## src/rtl/seg7_pkg.sv

```systemverilog
// Shared scan-state encoding, blank segment pattern and hex-to-segment table for the 7-segment scan controller.
package seg7_pkg;

    typedef enum logic [1:0] {S_IDLE, S_BLANK, S_SHOW} scan_state_t;

    localparam logic [6:0] SEG_OFF = 7'h7F;

    // Active-low segments {g,f,e,d,c,b,a}
    function automatic logic [6:0] hex2seg(input logic [3:0] nib);
        hex2seg = SEG_OFF;
        case (nib)
            4'h0: hex2seg = 7'h40;
            4'h1: hex2seg = 7'h79;
            4'h2: hex2seg = 7'h24;
            4'h3: hex2seg = 7'h30;
            4'h4: hex2seg = 7'h19;
            4'h5: hex2seg = 7'h12;
            4'h6: hex2seg = 7'h02;
            4'h7: hex2seg = 7'h78;
            4'h8: hex2seg = 7'h00;
            4'h9: hex2seg = 7'h18;
            4'hA: hex2seg = 7'h08;
            4'hB: hex2seg = 7'h03;
            4'hC: hex2seg = 7'h46;
            4'hD: hex2seg = 7'h21;
            4'hE: hex2seg = 7'h06;
            4'hF: hex2seg = 7'h0E;
            default: hex2seg = SEG_OFF;
        endcase
    endfunction

endpackage

```

## src/rtl/seg7_hex_decode.sv

```systemverilog
// Combinational nibble-to-segment decoder; zero latency, no handshake.
module seg7_hex_decode
    import seg7_pkg::*;
(
    input  logic [3:0] nib,
    output logic [6:0] seg
);

    assign seg = hex2seg(nib);

endmodule

```

## src/rtl/seg7_scan_ctrl.sv

```systemverilog
// N-digit common-anode scan controller: outputs registered one cycle after the scan state; load_ready drops while a word waits in shadow.
// Define SEG7_LZB_EN to blank leading zero digits (digit 0 is always shown).
module seg7_scan_ctrl
    import seg7_pkg::*;
#(
    parameter int NUM_DIGITS   = 4,
    parameter int TICK_DIV     = 8,
    parameter int BLANK_CYCLES = 2
) (
    input  logic                    clk,
    input  logic                    rst_n,
    input  logic                    en,
    input  logic                    load_valid,
    output logic                    load_ready,
    input  logic [4*NUM_DIGITS-1:0] load_data,
    output logic [NUM_DIGITS-1:0]   an,
    output logic [6:0]              seg
);

    localparam int DW = 4 * NUM_DIGITS;
    localparam int CW = $clog2(TICK_DIV);
    localparam int IW = $clog2(NUM_DIGITS);
    localparam logic [CW-1:0] TICK_LAST  = CW'(TICK_DIV - 1);
    localparam logic [CW-1:0] BLANK_LAST = CW'((BLANK_CYCLES > 0) ? BLANK_CYCLES - 1 : 0);
    localparam logic [IW-1:0] IDX_LAST   = IW'(NUM_DIGITS - 1);
    localparam logic [NUM_DIGITS-1:0] AN_ONE = {{(NUM_DIGITS-1){1'b0}}, 1'b1};

    scan_state_t   state, state_nxt;
    logic [CW-1:0] cnt, cnt_nxt;
    logic [IW-1:0] idx, idx_nxt;
    logic [DW-1:0] active, shadow;
    logic          pending;
    logic          accept;
    logic          frame_wrap;
    logic          commit;
    logic [3:0]    nib;
    logic [6:0]    nib_seg;
    logic          lz_blank;

    assign load_ready = !pending;
    assign accept     = load_valid && load_ready;
    assign frame_wrap = (state == S_SHOW) && (cnt == TICK_LAST) && (idx == IDX_LAST);
    // Shadow moves to active only at a frame boundary or when the scan goes dark
    assign commit     = pending && (frame_wrap || !en || (state == S_IDLE));

    always_ff @(posedge clk) begin
        if (!rst_n) begin
            active  <= '0;
            shadow  <= '0;
            pending <= 1'b0;
        end else if (accept) begin
            if (state == S_IDLE) begin
                active <= load_data;
            end else begin
                shadow  <= load_data;
                pending <= 1'b1;
            end
        end else if (commit) begin
            active  <= shadow;
            pending <= 1'b0;
        end
    end

    always_ff @(posedge clk) begin
        if (!rst_n) begin
            state <= S_IDLE;
            cnt   <= '0;
            idx   <= '0;
        end else begin
            state <= state_nxt;
            cnt   <= cnt_nxt;
            idx   <= idx_nxt;
        end
    end

    always_comb begin
        state_nxt = state;
        cnt_nxt   = cnt;
        idx_nxt   = idx;
        if (!en) begin
            state_nxt = S_IDLE;
            cnt_nxt   = '0;
            idx_nxt   = '0;
        end else begin
            case (state)
                S_IDLE: begin
                    cnt_nxt   = '0;
                    idx_nxt   = '0;
                    state_nxt = (BLANK_CYCLES == 0) ? S_SHOW : S_BLANK;
                end
                S_BLANK: begin
                    cnt_nxt = cnt + CW'(1);
                    if (cnt == BLANK_LAST) begin
                        state_nxt = S_SHOW;
                    end
                end
                S_SHOW: begin
                    if (cnt == TICK_LAST) begin
                        cnt_nxt   = '0;
                        idx_nxt   = (idx == IDX_LAST) ? '0 : idx + IW'(1);
                        state_nxt = (BLANK_CYCLES == 0) ? S_SHOW : S_BLANK;
                    end else begin
                        cnt_nxt = cnt + CW'(1);
                    end
                end
                default: state_nxt = S_IDLE;
            endcase
        end
    end

    assign nib = active[{idx, 2'b00} +: 4];

    seg7_hex_decode u_dec (
        .nib (nib),
        .seg (nib_seg)
    );

`ifdef SEG7_LZB_EN
    logic [NUM_DIGITS-1:0] lz_mask;
    logic                  higher_zero;

    // A digit is a leading zero when it and every digit above it are zero
    always_comb begin
        lz_mask     = '0;
        higher_zero = 1'b1;
        for (int i = NUM_DIGITS - 1; i > 0; i--) begin
            higher_zero = higher_zero && (active[4*i +: 4] == 4'h0);
            lz_mask[i]  = higher_zero;
        end
    end

    assign lz_blank = lz_mask[idx];
`else
    assign lz_blank = 1'b0;
`endif

    always_ff @(posedge clk) begin
        if (!rst_n) begin
            an  <= '1;
            seg <= SEG_OFF;
        end else if (state == S_SHOW) begin
            an  <= ~(AN_ONE << idx);
            seg <= lz_blank ? SEG_OFF : nib_seg;
        end else begin
            an  <= '1;
            seg <= SEG_OFF;
        end
    end

endmodule
```

## config.mk

```make
export PLATFORM = sky130hd
export DESIGN_NAME = seg7_scan_ctrl
export DESIGN_NICKNAME = d
export VERILOG_FILES = /design/src/rtl/seg7_pkg.sv /design/src/rtl/seg7_hex_decode.sv /design/src/rtl/seg7_scan_ctrl.sv
export SDC_FILE = /design/constraint.sdc
export NUM_CORES = 1
export LEC_CHECK = 0
export CAP_MARGIN = 20
export CELL_PAD_IN_SITES_DETAIL_PLACEMENT = 2
export CELL_PAD_IN_SITES_GLOBAL_PLACEMENT = 2
export CORE_MARGIN = 2
export CORE_UTILIZATION = 36
export CTS_CLUSTER_SIZE = 25
export DETAILED_ROUTE_END_ITERATION = 8
export PLACE_DENSITY = 0.9
export SLEW_MARGIN = 20
export SYNTH_ARGS = -nofsm -noshare
export SYNTH_HDL_FRONTEND = slang
export SYNTH_SLANG_ARGS = --single-unit
```

## constraint.sdc

```tcl
create_clock -name clk -period 5.6 [get_ports clk]
set_input_delay 0.56 -clock clk [delete_from_list [all_inputs] [get_ports clk]]
set_output_delay 0.56 -clock clk [all_outputs]
set_load 0.005 [all_outputs]
```

After elaboration in Yosys (flattened, before gate mapping)
Memory sizes are Yosys's and may differ from the RTL's. A register that Yosys moved wholly into a read port is not among the register bits.
Cells that the tools add are included.
Widths: inputs -> output; s select.
{ "totals": {"reg_bits": 44, "latchBits": 0, "mem_bits_rw": 0, "rom_bits": 112, "input_bits": 20, "output_inout_bits": 12, "n_memories": 1} }
{ "classes": {"add_sub_neg": 2, "n_mul": 0, "n_div": 0, "magnitude_cmp": 0, "eq_ne": 9, "shift": 2, "mux": 14, "bitwise": 2, "n_reduce_logical": 20} }
{ "mem_list": {"columns": ["memory", "words", "width", "read_ports", "rd_ports_with_merged_regs", "wr", "line", "rtl"], "rows": [
  ["(no name shown)", 16, 7, 1, 1, 0, "seg7_pkg.sv:11", "case (nib)"]
]} }
{ "op_table": {"columns": ["cell", "count"], "rows": [
  ["$mux 16", 3],
  ["$shiftx 16x5->4", 1],
  ["$reduce_and 2->1", 7],
  ["$pmux 3 s3", 1],
  ["$mux 2", 4],
  ["$pmux 2 s3", 1],
  ["$eq 2x2->1 const B", 2],
  ["$logic_and 1x1->1", 4],
  ["$ne 2x1->1 const B", 2],
  ["$ne 2x2->1 const B", 2],
  ["$not 4->4", 1],
  ["$pmux 2 s2", 1],
  ["$reduce_bool 2->1", 2],
  ["$shl 1x2->4 const A", 1],
  ["$add 3x1->3 const B", 1],
  ["$eq 3x1->1 const B", 1],
  ["$eq 3x3->1 const B", 1],
  ["$logic_not 1->1", 3],
  ["$mux 1", 3],
  ["$mux 3", 1],
  ["$reduce_bool 3->1", 1],
  ["$add 2x1->2 const B", 1],
  ["$eq 2x1->1 const B", 1],
  ["$logic_not 2->1", 1],
  ["other kinds (2)", 3]
]} }

Logic depth before layout (Yosys ltp)
{ "depth": {"word_depth": 8, "mapped_depth": 7} }

By module
Synthesis repeated with hierarchy kept, for this count alone.
{ "unflattened": {"hier_cells": 266, "area_unflattened_um2": 2517.4} }
{ "by_module_without_submodules": {"columns": ["module", "n_inst", "cells_each", "area_per_inst_um2", "seq_area_each_um2"], "rows": [
  ["seg7_scan_ctrl", 1, 232, 2262.2, 1021.0],
  ["seg7_hex_decode", 1, 34, 255.2, 0.0]
]} }

Worst setup path after synthesis
No wires, ideal clock.
{ "synth_timing": {"path_kind": "register to register", "from": "register idx[0]", "to": "register seg[3]", "setup_ns": 0.129, "t_arrival_ns": 1.763, "t_required_ns": 5.471, "slack_ns": 3.708, "path_stages_with_launch": 7, "synth_period_minus_slack_ns": 1.892, "cell_sequence": "dfxtp_1 buf_6 mux4_2 inv_1 ha_1 o32ai_1 o21ai_1"} }
{ "synth_between": {"elab_chain_cells": 1} }
{ "synth_rtl": {"columns": ["element", "line", "rtl"], "rows": [
  ["from (decl)", "seg7_scan_ctrl.sv:30", "logic [IW-1:0] idx, idx_nxt;"],
  ["from (signal assigned)", "seg7_scan_ctrl.sv:72", "idx <= idx_nxt;"],
  ["$shiftx 16x5->4", "seg7_scan_ctrl.sv:111", "assign nib = active[{idx, 2'b00} +: 4];"],
  ["to (decl)", "seg7_scan_ctrl.sv:17", "output logic [6:0] seg"]
]} }
Every way passes these cells.
A chain may end at the register's enable or synchronous reset.

Final worst setup path
{ "layout_timing": {"from": "input load_valid", "to": "register active[15]"} }
{ "layout_between": {"elab_chain_cells": 3, "word_cells_on_any_way": 5} }
{ "layout_rtl": {"columns": ["element", "line", "rtl"], "rows": [
  ["from (decl)", "seg7_scan_ctrl.sv:13", "input logic load_valid,"],
  ["$logic_and 1x1->1 (*)", "seg7_scan_ctrl.sv:41", "assign accept = load_valid && load_ready;"],
  ["$ne 2x1->1 (no source line) / $reduce_bool 2->1 (equally long branches)", null, null],
  ["$reduce_and 2->1 (no source line)", null, null],
  ["to (signal assigned)", "seg7_scan_ctrl.sv:53", "active <= load_data;"],
  ["to (signal assigned)", "seg7_scan_ctrl.sv:59", "active <= shadow;"],
  ["to (decl)", "seg7_scan_ctrl.sv:31", "logic [DW-1:0] active, shadow;"]
]} }
Every way passes the cells marked *; elsewhere a longest branch is shown, timed or not.

==> flow_summary_export.csv <==
group,metric,value,unit
cells_and_area,fin_nets,337,
global_routing,grt.met3_usage,4.71,%
clock_tree,clockRootBuffer,"clkbuf_8",
power,pwr_density_cell,234,nW/µm²
logic_synthesis,synth_edf_count,0,
die,die_w,87.7,µm
timing,slew_headroom,48.0,%
logic_synthesis,synth_warnings,0,
logic_synthesis,synthFlopType,"dfxtp_1",
logic_synthesis,synth_top_area_cell,"dfxtp_1",
worst_setup_path,critPathMaxStageDelay,0.62,ns
global_routing,gr-max-usage-layer,"met2",
worst_setup_path,critPathKind,"in2reg",
timing,finClkSkew,0.00737,ns
power,ir_drop,0.0904,mV
cells_and_area,n_antenna_cell,0,
worst_setup_path,worst_r2r_path_depth,5,
placement,gp_congestion,0.671,
clock_tree,clkSlewWorstSetupHoldPaths,0.09,ns
clock_tree,htree_levels,2,
power,p_leak,1.11,nW
global_routing,track_usage,20.5,%
die,rows,30,
global_routing,grt_max_degree,53,
die,initial_utilization,37.1,%
clock_tree,clockBufferDepth,2,
logic_synthesis,ys_ff_latch,51,
timing,hold_viol,0,
logic_synthesis,synth_area_leaders,"dfxtp_1 41%, nand2_1 11%, ha_1 7.9%, mux2i_1 7.1%, mux2_2 7.1%",
worst_hold_path,hp-class,"reg2reg",
global_routing,overflow,0,
cells_and_area,fillers,721,
placement,hpwl,4550,µm
die,io_pins,32,
timing,slew_viol_final,0,
placement,place.port_buffers,31,
timing,finalSetupViolCount,0,
cells_and_area,layout-drive-gt1-share,9.93,%
run,maxCapViolCount,0,
global_routing,grt_pass1_wl,11800,µm
clock_tree,ctsHoldBuffers,0,
clock_tree,post_cts_buffers,0,
clock_tree,cts.sinks,51,
logic_synthesis,synth.most_common_cell,"nand2_1",
worst_hold_path,holdPathStages,2,
placement,dp_cells,390,
die,coreArea,6790,µm²
cells_and_area,final_area,2970,µm²
logic_synthesis,syn_avg_cell_area,9.06,µm²
clock_tree,cts_tree,"yes",
routing,totalWireLength,7280,µm
logic_synthesis,yosysSeqAreaShare,40.5,%
worst_setup_path,cp.required,5.83,ns
clock_tree,insertion_delay,0.32,ns
clock_tree,cts_buffers,5,
timing,fin_crit,2.43,ns
logic_synthesis,async_flop_share,0,%
logic_synthesis,synth.distinct_cells,30,
routing,drtPass1Iterations,4,
worst_setup_path,start_kind,"input port",
global_routing,grtUsageMet1,22.8,%
logic_synthesis,synth_top_area_share,40.5,%
die,die_area,7690,µm²
die,die_h,87.7,µm
cells_and_area,finalNonFillerCells,398,
logic_synthesis,syn_area,2520,µm²
cells_and_area,syn2layout_area_growth,18.0,%
routing,post_drt_wl_per_cell,18.3,µm
timing,worstMarginPinSlew,0.780,ns
timing,rsz0062_at_grt,"false",
clock_tree,cts.repair.resized,0,
logic_synthesis,synth_nets,314,
logic_synthesis,synth.cells.most_frequent,"75 x nand2_1, 51 x dfxtp_1, 18 x mux2i_1",
routing,dr.first_iter.drc_count,55,
worst_setup_path,end_kind,"flip-flop",
logic_synthesis,syn_inst,278,
global_routing,grt_pass1_vias,2260,
run_status,status,"complete, no violations",
timing,whs,0.474,ns
routing,drc_errors,0,
timing,fmax,411,MHz
global_routing,use_met2,37.4,%
placement,place_area,2880,µm²
timing,fin_setup_tns,0,ns
worst_setup_path,cp_max_fo,19,
routing,final_antenna_net_count,0,
worst_setup_path,worstPathArrival,2.66,ns
routing,vias_per_cell,5.10,
routing,vias,2028,
worst_setup_path,cp_cell_sequence,"clkdlybuf4s50_1 > nor2b_1 > buf_4 > a31oi_1 > o22ai_4 > mux2i_1",
timing,period_share,43.4,%
global_routing,antenna_found_initial,0,
worst_setup_path,slowest_stage,"o22ai_4",
[worst paths after layout]
check                  start          to  slack (ns)
hold / removal     active[1]   active[1]        0.47
setup / recovery  load_valid  active[15]        3.17
hold reg to reg    active[1]   active[1]        0.47
setup reg to reg      idx[0]      seg[3]        3.26
[stage by stage]
stage | worst slack, ns | power, W | util [%]
2_1_floorplan | 3.71 | 0.000446 | -
3_3_place_gp | 2.72 | 0.000473 | 42.4
3_5_place_dp | 2.76 | 0.000479 | 42.4
4_1_cts | 2.94 | 0.000696 | 43.6
5_1_grt | 3.09 | 0.000724 | 43.8
6_report | 3.17 | 0.000695 | 43.8
[where the power goes]
part           switching (W)  internal, W  leakage (nW)  total (W)
registers         0.00000672     0.000373         0.414   0.000380
clock network       0.000133    0.0000882        0.0422   0.000221
logic              0.0000496    0.0000442         0.649  0.0000938
[flip-flops by register name (all words and copies together), names as in the netlist]
register / count
active: 16
an: 4
cnt: 3
idx: 2
pending: 1
seg: 7
shadow: 16
state: 2
[cell families after synthesis]
group	count (synthesis)	share of synthesized area (%)
AOI/OAI and AO/OA	44	11.6
xor gates and xnor gates	1	0.348
adders and majority gates	16	7.94
buffers and inverters	25	4.52
DFF	51	40.5
muxes	38	17.9
and+or+nand+nor	103	17.2
[cells in the final DEF (no fill, tap or decap), drive strengths merged, types with 2 or more instances in the layout]
master,synthesis,routed
a21boi,16,16
a21oi,9,9
a31oi,3,3
buf,7,2
clkbuf,10,7
clkdlybuf4s50,0,31
dfxtp,51,51
ha,16,16
inv,8,8
mux2,16,16
mux2i,18,18
mux4,4,4
nand2,75,75
nand2b,4,4
nand3,3,3
nor2,10,10
nor2b,5,5
nor3b,2,2
o211ai,3,3
o21ai,8,8
o221ai,2,2
or3,2,2
[worst max-delay path: cells and delay by family]
kind	cells	cell delay, ns
mux	1	0.33
simple gates	1	0.17
compound gates	2	0.77
buf+inv	2	0.83
[routing by layer]
metal  part of all wire (%)  vias to the layer above
met4                    2.0                        0
met2                     54                       29
met5                      0                        -
met3                    2.4                       11
met1                     42                     1009
li1                       -                      979
[layout make-up]
type / instances / area [µm²] / area share [%]
Clock buffer: 7 / 76.3 / 2.57
Multi-Input combinational cell: 202 / 1400 / 46.9
Tap cell: 96 / 120 / 4.04
Clock inverter: 1 / 5.00 / 0.168
Sequential cell: 51 / 1020 / 34.3
Inverter: 8 / 30.0 / 1.01
Timing Repair Buffer: 33 / 325 / 10.9
No activity file was read; power rests on OpenSTA's default activity.
